$ cat config.mk
export PLATFORM = sky130hd
export DESIGN_NAME = queue_4in1
export DESIGN_NICKNAME = d
export VERILOG_FILES = /design/src/rtl/queue_4in1.sv
export SDC_FILE = /design/constraint.sdc
export NUM_CORES = 1
export LEC_CHECK = 0
export BUFFER_PORTS_ARGS = -buffer_cell sky130_fd_sc_hd__clkbuf_2
export CAP_MARGIN = 5
export CORE_AREA = 2 2 180 182
export CTS_BUF_LIST = sky130_fd_sc_hd__clkbuf_2 sky130_fd_sc_hd__clkbuf_4 sky130_fd_sc_hd__clkbuf_8
export DETAILED_ROUTE_END_ITERATION = 6
export DIE_AREA = 0 0 182 184
export GPL_TIMING_DRIVEN = 0
export PLACE_DENSITY = 0.82
export SLEW_MARGIN = 25
export SYNTH_ARGS = -nofsm -noshare
export SYNTH_HDL_FRONTEND = slang
export SYNTH_SLANG_ARGS = --single-unit
$ cat constraint.sdc
create_clock -name i_clk -period 7.2 [get_ports i_clk]
set_input_delay 1.44 -clock i_clk [delete_from_list [all_inputs] [get_ports i_clk]]
set_output_delay 1.44 -clock i_clk [all_outputs]
set_load 0.005 [all_outputs]
$ cat src/rtl/queue_4in1.sv
// queue_4in1: four-wide dispatch, single-issue queue with tag wakeup and branch kill.
// Define QUEUE_4IN1_WAKEUP_BYPASS_EN to wake incoming entries against i_wdest4x in their dispatch cycle.
module queue_4in1 #(
  parameter int  WIDTH_REG = 3,
  parameter int  WIDTH_TAG = 3,
  parameter int  WIDTH_BRM = 3,
  parameter int  DEPTH     = 8,
  localparam int WIDTH     = 7 + WIDTH_BRM + WIDTH_TAG + 3*WIDTH_REG + 3
) (
  input  logic                   i_clk,
  input  logic                   i_rst_n,
  input  logic [WIDTH-1:0]       i_inst1,
  input  logic [WIDTH-1:0]       i_inst2,
  input  logic [WIDTH-1:0]       i_inst3,
  input  logic [WIDTH-1:0]       i_inst4,
  input  logic [4*WIDTH_REG-1:0] i_wdest4x,
  input  logic [WIDTH_BRM-1:0]   i_BrKill,
  input  logic                   i_en,
  output logic [WIDTH-4:0]       o_inst1,
  output logic                   o_ready,
  output logic                   o_full
);

  localparam int P1    = 0;
  localparam int P2    = 1;
  localparam int VAL   = 2;
  localparam int PR1   = 3;
  localparam int PR2   = PR1 + WIDTH_REG;
  localparam int BRM   = 3 + 3*WIDTH_REG + WIDTH_TAG;
  localparam int CNT_W = $clog2(DEPTH + 1);

  logic [WIDTH-1:0] slot_q [DEPTH];
  logic [WIDTH-1:0] slot_d [DEPTH];
  logic [WIDTH-1:0] inst_in [4];
  logic [DEPTH-1:0] sel_oh;
  logic [DEPTH-1:0] claimed;
  logic             sel_found;
  logic [CNT_W-1:0] free_cnt;

  assign inst_in[0] = i_inst1;
  assign inst_in[1] = i_inst2;
  assign inst_in[2] = i_inst3;
  assign inst_in[3] = i_inst4;

  function automatic logic tag_hit(input logic [WIDTH_REG-1:0]   tag,
                                   input logic [4*WIDTH_REG-1:0] wdest);
    tag_hit = 1'b0;
    for (int k = 0; k < 4; k++) begin
      if (wdest[k*WIDTH_REG +: WIDTH_REG] == tag) tag_hit = 1'b1;
    end
  endfunction

  // Select: lowest-index slot whose operands are both present.
  always_comb begin
    sel_oh    = '0;
    sel_found = 1'b0;
    o_inst1   = '0;
    for (int i = 0; i < DEPTH; i++) begin
      if (!sel_found && slot_q[i][VAL] && slot_q[i][P1] && slot_q[i][P2]) begin
        sel_oh[i] = 1'b1;
        sel_found = 1'b1;
        o_inst1   = slot_q[i][WIDTH-1:3];
      end
    end
  end

  assign o_ready = sel_found;

  always_comb begin
    free_cnt = '0;
    for (int i = 0; i < DEPTH; i++) begin
      if (!slot_q[i][VAL]) free_cnt = free_cnt + 1'b1;
    end
  end

  assign o_full = (free_cnt < CNT_W'(4));

  // NOTE: slot_d starts as a copy of slot_q so every path assigns it and no latch is inferred.
  always_comb begin : next_state_p
    logic [WIDTH-1:0] entry;
    logic             placed;
    slot_d  = slot_q;
    claimed = '0;
    entry   = '0;
    placed  = 1'b0;

    for (int i = 0; i < DEPTH; i++) begin
      if (slot_q[i][VAL]) begin
        if (tag_hit(slot_q[i][PR1 +: WIDTH_REG], i_wdest4x)) slot_d[i][P1] = 1'b1;
        if (tag_hit(slot_q[i][PR2 +: WIDTH_REG], i_wdest4x)) slot_d[i][P2] = 1'b1;
        if (sel_oh[i] || |(slot_q[i][BRM +: WIDTH_BRM] & i_BrKill)) slot_d[i][VAL] = 1'b0;
      end
    end

    // Free slots come from the registered val bits, so a slot issuing this cycle stays unavailable.
    for (int n = 0; n < 4; n++) begin
      entry = inst_in[n];
`ifdef QUEUE_4IN1_WAKEUP_BYPASS_EN
      if (tag_hit(entry[PR1 +: WIDTH_REG], i_wdest4x)) entry[P1] = 1'b1;
      if (tag_hit(entry[PR2 +: WIDTH_REG], i_wdest4x)) entry[P2] = 1'b1;
`endif
      placed = 1'b0;
      if (i_en && entry[VAL] && !(|(entry[BRM +: WIDTH_BRM] & i_BrKill))) begin
        for (int i = 0; i < DEPTH; i++) begin
          if (!placed && !slot_q[i][VAL] && !claimed[i]) begin
            slot_d[i]  = entry;
            claimed[i] = 1'b1;
            placed     = 1'b1;
          end
        end
      end
    end
  end

  // NOTE: the slot array is reset because its val bits define occupancy; unreset slots would look live.
  // NOTE: non-blocking assignments so every slot updates from the same pre-edge snapshot.
  always_ff @(posedge i_clk or negedge i_rst_n) begin
    if (!i_rst_n) begin
      for (int i = 0; i < DEPTH; i++) slot_q[i] <= '0;
    end else begin
      for (int i = 0; i < DEPTH; i++) slot_q[i] <= slot_d[i];
    end
  end

endmodule

---- Word level (Yosys, flattened, before mapping) ----
Cells that the tools add are included.
storage, ports and cells
  bits in registers ....................... 200
  input bits .............................. 118
  output and inout port bits .............. 24
  logic and storage cells ................. 527
cells by class
  add/sub/neg operators ................... 7
  magnitude comparators ................... 1
  equality and inequality tests ........... 64
  muxes and demuxes ....................... 261
  bitwise gates (word level) .............. 12
  reductions and logical operators ........ 174
operators with widths
  cell                                                number
  2-to-1 mux 200 bit                                  4
  2-to-1 mux 25 bit                                   32
  2-to-1 mux 1 bit                                    199
  == test 3 bit                                       64
  2-to-1 mux 22 bit                                   8
  logical AND 1 bit                                   83
  zero test 1 bit                                     71
  AND 3 bit                                           12
  OR reduction 3 bit                                  12
  adder 4 x 1 -> 4 bit, second input constant         7
  2-to-1 mux 4 bit                                    7
  2-to-1 mux 3 bit                                    8
  2-to-1 mux 8 bit                                    3
  logical OR 1 bit                                    8
  < comparator 4 x 3 -> 1 bit, second input constant  1

---- Depth between registers and ports, before layout ----
Gate-level depths: netlist of run 1.
  word-level depth ........................ 150
  mapped depth ............................ 21
  gate-level depth less buffers ........... 20

---- Least setup slack after synthesis of run 1 ----
Ideal clock, no wire load.
  kind .................................... register to output
  start point ............................. reg slot_q[152] (netlist name)
  end point ............................... out o_full
  data arrival time ....................... 3.973 ns
  required time ........................... 5.760 ns
  slack ................................... 1.787 ns
  stages on the path, launching flop included .. 22
  buffers on the path ..................... 1
  cell sequence ........................... dfrtp_1 -> clkbuf_1 -> inv_1 -> ha_1 -> nand2b_1 -> and2_1 -> ha_1 -> nor2b_1 -> a21oi_1 -> inv_1 -> ha_1 -> nor2_1 -> nor2_1 -> ha_1 -> nor2b_1 -> or2_2 -> ha_1 -> and4b_1 -> a31oi_1 -> nor2_1 -> a22oi_1 -> o22ai_1
between the ends
  cells in the longest elaborated chain, start to end .. 14
RTL lines
  what                             line  source
  start, declared                  32    logic [WIDTH-1:0] slot_q [DEPTH];
  2-to-1 mux 4 bit (*)             72    if (!slot_q[i][VAL]) free_cnt = free_cnt + 1'b1;
  adder 4 x 1 -> 4 bit             72
  2-to-1 mux 4 bit (*)             72
  adder 4 x 1 -> 4 bit             72
  2-to-1 mux 4 bit (*)             72
  adder 4 x 1 -> 4 bit             72
  2-to-1 mux 4 bit (*)             72
  adder 4 x 1 -> 4 bit             72
  2-to-1 mux 4 bit (*)             72
  adder 4 x 1 -> 4 bit             72
  2-to-1 mux 4 bit (*)             72
  adder 4 x 1 -> 4 bit             72
  2-to-1 mux 4 bit (*)             72
  < comparator 4 x 3 -> 1 bit (*)  76    assign o_full = (free_cnt < CNT_W'(4));
  end, declared                    21    output logic o_full
Every way passes the cells marked *; elsewhere a longest branch is shown, timed or not.

---- Final worst setup path of run 1 ----
  start point ............................. reg slot_q[127] (netlist name)
  end point ............................... out o_full
between the ends
  cells in the longest elaborated chain, start to end .. 12
RTL lines
  what                             line
  2-to-1 mux 4 bit (*)             72
  adder 4 x 1 -> 4 bit             72
  2-to-1 mux 4 bit (*)             72
  adder 4 x 1 -> 4 bit             72
  2-to-1 mux 4 bit (*)             72
  adder 4 x 1 -> 4 bit             72
  2-to-1 mux 4 bit (*)             72
  adder 4 x 1 -> 4 bit             72
  2-to-1 mux 4 bit (*)             72
  adder 4 x 1 -> 4 bit             72
  2-to-1 mux 4 bit (*)             72
  < comparator 4 x 3 -> 1 bit (*)  76
Marks and branches as above.

==> reports/metrics.csv, run 1 <==
metric,value,unit
status,completed,
Synth Flop Type,dfrtp_1,
Largest Register,slot_q,
biggest regs,slot_q (200),
"commonest non-fill, non-tap cell in the layout",nor2_1,
Rel. slew slack,21.6,%
fmax,147,MHz
xor and xnor fraction of the mapped netlist area,8.80,%
io pins,142,
Mean Syn Cell Area,8.04,um^2
total grt overflow,0,
first-pass GRT wire length,129000,um
die area,33500,um^2
H-tree Lvls,4,
"commonest cells after routing, fill and taps aside","nor2_1 (213), dfrtp_1 (200), nand2_1 (189), clkbuf_1 (180), o21ai_0 (167)",
max reg flops,200,
CTS tree,yes,
hold crit path type,flip-flop to flip-flop,
number of synthesized register bits,200,
Setup crit start kind,flip-flop,
clk_lat worst skew,0.55,ns
worst path buffer plus inverter count,4,
Final Slew Violations,0,
Resized Gates After CTS,0,
NumNets Final,2553,
initial core utilization,59.4,%
Root Buffer,clkbuf_8,
largest net degree at the start of global routing,76,
gpl congestion,1.08,
CP Max Fanout,10,
die height,184,um
1st-iter DRT viols,3465,
area used by multi-input combinational logic,12200,um^2
yosys warns,0,
hold buffers post-CTS,0,
DRT Wirelength,88700,um
cts bufs inserted,17,
unrepaired setup endpoints after global routing,no,
Setup TNS,0,ns
Worst-path clk slew,0.12,ns
Synth cell types,89,
# port buffers,86,
Fill cells,2813,
DR vias/cell,7.41,
Max rail drop VDD,376,uV
"top cells by area, synth","dfrtp_1 (27%), mux2i_1 (7.9%), mux2_2 (7.7%)",
# DRC,0,
Wirelength per Cell,31.2,um
post-synthesis sequential area ratio,26.8,%
Post-Synth Simple-Gate Area,15.2,%
mux contribution to synthesized area,16.6,%
setup violators final,0,
"Top cell by count, worst path",ha_1,
critical path class,flip-flop to output port,
number of synthesized flops with an enable pin,0,
layout cells sized above 1,14.7,%
Synth Area in Compound Gates,24.3,%
Synth Cell Area,18600,um^2
CTS max path bufs,2,
slowest cell on the critical path,clkbuf_1,
final hold slack,0.669,ns
critical path cell sequence,clkbuf_1 > clkbuf_2 > nand2b_1 > and2_1 > ha_1 > nor2b_1 > a21oi_1 > inv_1 > ha_1 > nor2_1 > nor2_1 > ha_1 > nor2b_1 > or2_2 > ha_1 > and4b_1 > a31oi_1 > nor2_1 > a22oi_1 > o22ai_1 > clkbuf_2,
async set or reset register ratio after synthesis,100,%
CP Data Arrival Time,5.35,ns
initial antenna violation count,1,
R2R Setup Slk,2.60,ns
combinational family with the most area after synthesis,compound AO/OA/AOI/OAI gates,
fin crit share,94.3,%
worst path required time,5.76,ns
CORE AREA,31400,um^2
Adder-Cell Fraction of Synth Area,0.644,%
top cell type by total area after synthesis,dfrtp_1,
1st-pass router iterations,6,
cell count after synthesis,2319,
HPWL Detailed,61400,um
minimum clock period,6.79,ns
clk_skew,0.0194,ns
kind of end point of the critical path,output port,
Synth Net Count,2445,
Power Dens Cells,297,nW/um^2
Crit path max-delay family,simple AND/OR/NAND/NOR gates,
Yosys top cell area share,26.8,%
Sequential cell area,5000,um^2
Total GRT Usage,52.4,%
vias in the first global route,20165,
CTS sink count,200,
Die X,182,um
Rows,65,
Slowest Stage Delay on Critical Path,0.54,ns
"Setup Fix Bufs, Post-CTS",0,
vias,21087,
Leakage,8.41,nW
ANT nets after route,0,
Worst Max-Slew Pin Slew,1.17,ns
area grow syn2layout,7.76,%
Max-Cap Viols,0,
final hold violation count,0,
==> final timing paths <==
| check | end | depth (start not counted) | from |
|---|---|---|---|
| worst max register to register | slot_q[123] | 12 | slot_q[152] |
| max in group asynchronous | slot_q[129] | 3 | i_rst_n |
| worst min register to register | slot_q[52] | 3 | slot_q[66] |
| worst min-delay path | slot_q[52] | 3 | slot_q[66] |
| worst max-delay path | o_full | 21 | slot_q[127] |
| min in group asynchronous | slot_q[71] | 1 | i_rst_n |
==> synth_stat cells, types with 5 or more instances <==
master     count
o311ai_0       5
buf_4          7
nor4_1         6
nor2b_1        9
nor2_1       214
xor2_1        74
buf_6          7
mux2_4        11
or3_1          7
and2_1         7
a221oi_1      34
buf_2         41
o211ai_1       8
o2111ai_1      5
nand3_1       46
a21oi_1      154
clkbuf_1     184
mux2_2       128
inv_1         46
dfrtp_1      200
nand4_1       14
nand3b_1      24
o22a_1        22
a211oi_1      57
o31ai_1        7
nor3_1        58
buf_1         46
o221ai_1      25
ha_1           8
nand2b_1       8
o21ai_0      167
clkbuf_2       8
xnor2_1      109
and3_1         7
a221o_1       29
a31oi_1       32
a22oi_1       26
o22ai_1       58
nand2_1      189
mux2i_1      148
==> report_power, final <==
part | switching (mW) | total, mW | internal, mW
logic | 2.06 | 3.51 | 1.45
registers | 0.206 | 1.64 | 1.43
clock network | 0.500 | 0.822 | 0.322
==> cells by family after synthesis <==
| kind of cell | after synthesis |
|---|---|
| AOI/OAI and AO/OA | 681 |
| xor gates and xnor gates | 185 |
| buffers and inverters | 340 |
| and+or+nand+nor | 615 |
| muxes | 288 |
| adders and majority gates | 10 |
| DFF | 200 |
==> through the flow <==
stage	cell area (um^2)	power (mW)	std cells	setup slack, ns	utilization [%]
finish	20100	5.97	2844	0.409	64.0
global route	20100	6.29	2842	0.149	64.0
CTS	20100	5.81	2842	0.300	64.0
detailed placement	19700	5.01	2810	0.884	62.7
global placement	19600	4.89	2807	0.461	62.4
floorplan	18600	4.02	2319	1.79	-
==> layer usage <==
layer	up-vias	part of all wire [%]	track usage, %
met3	542	16	20.6
met1	9925	35	63.4
met2	2022	40	74.9
met4	2	9.0	39.0
met5	-	0.072	1.48
li1	8596	-	-
==> cell type report <==
cell class	instances	share of cell area, %
flip-flops and latches	200	24.9
clock buffers	18	1.20
diodes	2	0.0249
inverters	47	0.878
multi-input cells	1779	60.9
repair buffers	89	2.52
clock inverters	14	0.834
well taps	402	2.50
plain buffers	293	6.20
==> worst min-delay path: stages, from the launching register on <==
cell and delay, ns:
dfrtp_1 0.39, a222oi_1 0.08, nand3_1 0.10, nand3b_1 0.08
Power figures use the tool's default switching activity.
==> run 2: changes to the inputs <==
- PLACE_DENSITY: 0.82 -> 0.79
==> reports/metrics.csv, run 2 (synthesis results as in run 1) <==
metric,value,unit
status,completed,
Leakage,8.41,nW
Setup TNS,0,ns
Rows,65,
1st-pass router iterations,7,
"Setup Fix Bufs, Post-CTS",0,
gpl congestion,1.05,
H-tree Lvls,4,
"commonest non-fill, non-tap cell in the layout",nor2_1,
minimum clock period,6.75,ns
CP Max Fanout,10,
setup violators final,0,
final hold violation count,0,
unrepaired setup endpoints after global routing,no,
slowest cell on the critical path,clkbuf_1,
1st-iter DRT viols,3654,
post-route cell area,20100,um^2
pre-CTS setup slack,0.841,ns
CTS tree,yes,
Final Non-Filler Cells,2844,
Die X,182,um
final worst setup slack,0.449,ns
die height,184,um
final hold slack,0.706,ns
Root Buffer,clkbuf_8,
CTS max path bufs,2,
first-pass GRT wire length,127000,um
Final Slew Violations,0,
# DRC,0,
CORE AREA,31400,um^2
Total GRT Usage,51.4,%
Wirelength per Cell,30.7,um
HPWL Detailed,61000,um
Slowest Stage Delay on Critical Path,0.53,ns
die area,33500,um^2
placed cells,2809,
largest net degree at the start of global routing,81,
Worst Max-Slew Pin Slew,1.23,ns
# port buffers,86,
area post-placement,19700,um^2
initial core utilization,59.4,%
Resized Gates After CTS,0,
fmax,148,MHz
"commonest cells after routing, fill and taps aside","nor2_1 (214), dfrtp_1 (200), nand2_1 (189), clkbuf_1 (178), o21ai_0 (167)",
CP Data Arrival Time,5.31,ns
"Top cell by count, worst path",ha_1,
layout cells sized above 1,14.7,%
critical path class,flip-flop to output port,
kind of end point of the critical path,output port,
biggest regs,slot_q (200),
NumNets Final,2552,
DRT Wirelength,87400,um
cts bufs inserted,17,
Max rail drop VDD,392,uV
Power Total,5.93,mW
critical path cell sequence,clkbuf_1 > clkbuf_2 > nand2b_1 > and2_1 > ha_1 > nor2b_1 > a21oi_1 > inv_1 > ha_1 > nor2_1 > nor2_1 > ha_1 > nor2b_1 > or2_2 > ha_1 > and4b_1 > a31oi_1 > nor2_1 > a22oi_1 > o22ai_1 > clkbuf_2,
Rel. slew slack,18.0,%
fin crit share,93.8,%
area grow syn2layout,7.64,%
max reg flops,200,
hold buffers post-CTS,0,
vias,21149,
hold crit path type,flip-flop to flip-flop,
initial antenna violation count,1,
"Core Util, Final",63.9,%
clk_lat worst skew,0.55,ns
vias in the first global route,20059,
CTS sink count,200,
io pins,142,
Largest Register,slot_q,
clk_skew,0.0295,ns
worst path required time,5.76,ns
Max-Cap Viols,0,
total grt overflow,0,
ANT nets after route,0,
Power Dens Cells,296,nW/um^2
DR vias/cell,7.44,
Setup crit start kind,flip-flop,
Worst-path clk slew,0.13,ns
==> run 2: worst max-delay path, delay by kind of cell (launching register included) <==
kind	cells	cell delay, ns
AND/OR/NAND/NOR	9	1.37
buffers and inverters	4	1.15
AO/OA/AOI/OAI	4	0.78
flip-flops	1	0.39
adder cells (fa/ha/maj)	4	1.05
==> run 2: layout make-up <==
class | count | area [um^2]
clock inverter | 13 | 139
fill | 2793 | 11300
buffer | 293 | 1250
timing repair buffer | 88 | 494
inverter | 47 | 176
antenna | 3 | 7.51
clock buffer | 19 | 255
tap | 402 | 503
multi-input combinational | 1779 | 12200
sequential | 200 | 5000
==> run 2: metal layers <==
layer,share of wire (%),vias to the layer above,track usage (%)
met5,0,-,0
met4,8.3,0,37.3
met3,15,496,20.2
met2,41,2025,73.4
met1,36,10016,62.8
li1,-,8612,-
==> run 2: path summary, 6_finish.rpt <==
| check | startpoint | to | slack (ns) | cells after the start |
|---|---|---|---|---|
| max in group asynchronous | i_rst_n | slot_q[68] | 5.50 | 2 |
| hold / removal | slot_q[66] | slot_q[52] | 0.71 | 3 |
| setup / recovery | slot_q[127] | o_full | 0.45 | 21 |
| min in group asynchronous | i_rst_n | slot_q[113] | 0.87 | 1 |
| setup reg to reg | slot_q[152] | slot_q[88] | 2.27 | 11 |
| hold reg to reg | slot_q[66] | slot_q[52] | 0.71 | 3 |
==> run 2: where the power goes <==
part / switching, mW / internal (mW)
Combinational: 2.06 / 1.45
Sequential: 0.196 / 1.43
Clock: 0.494 / 0.297
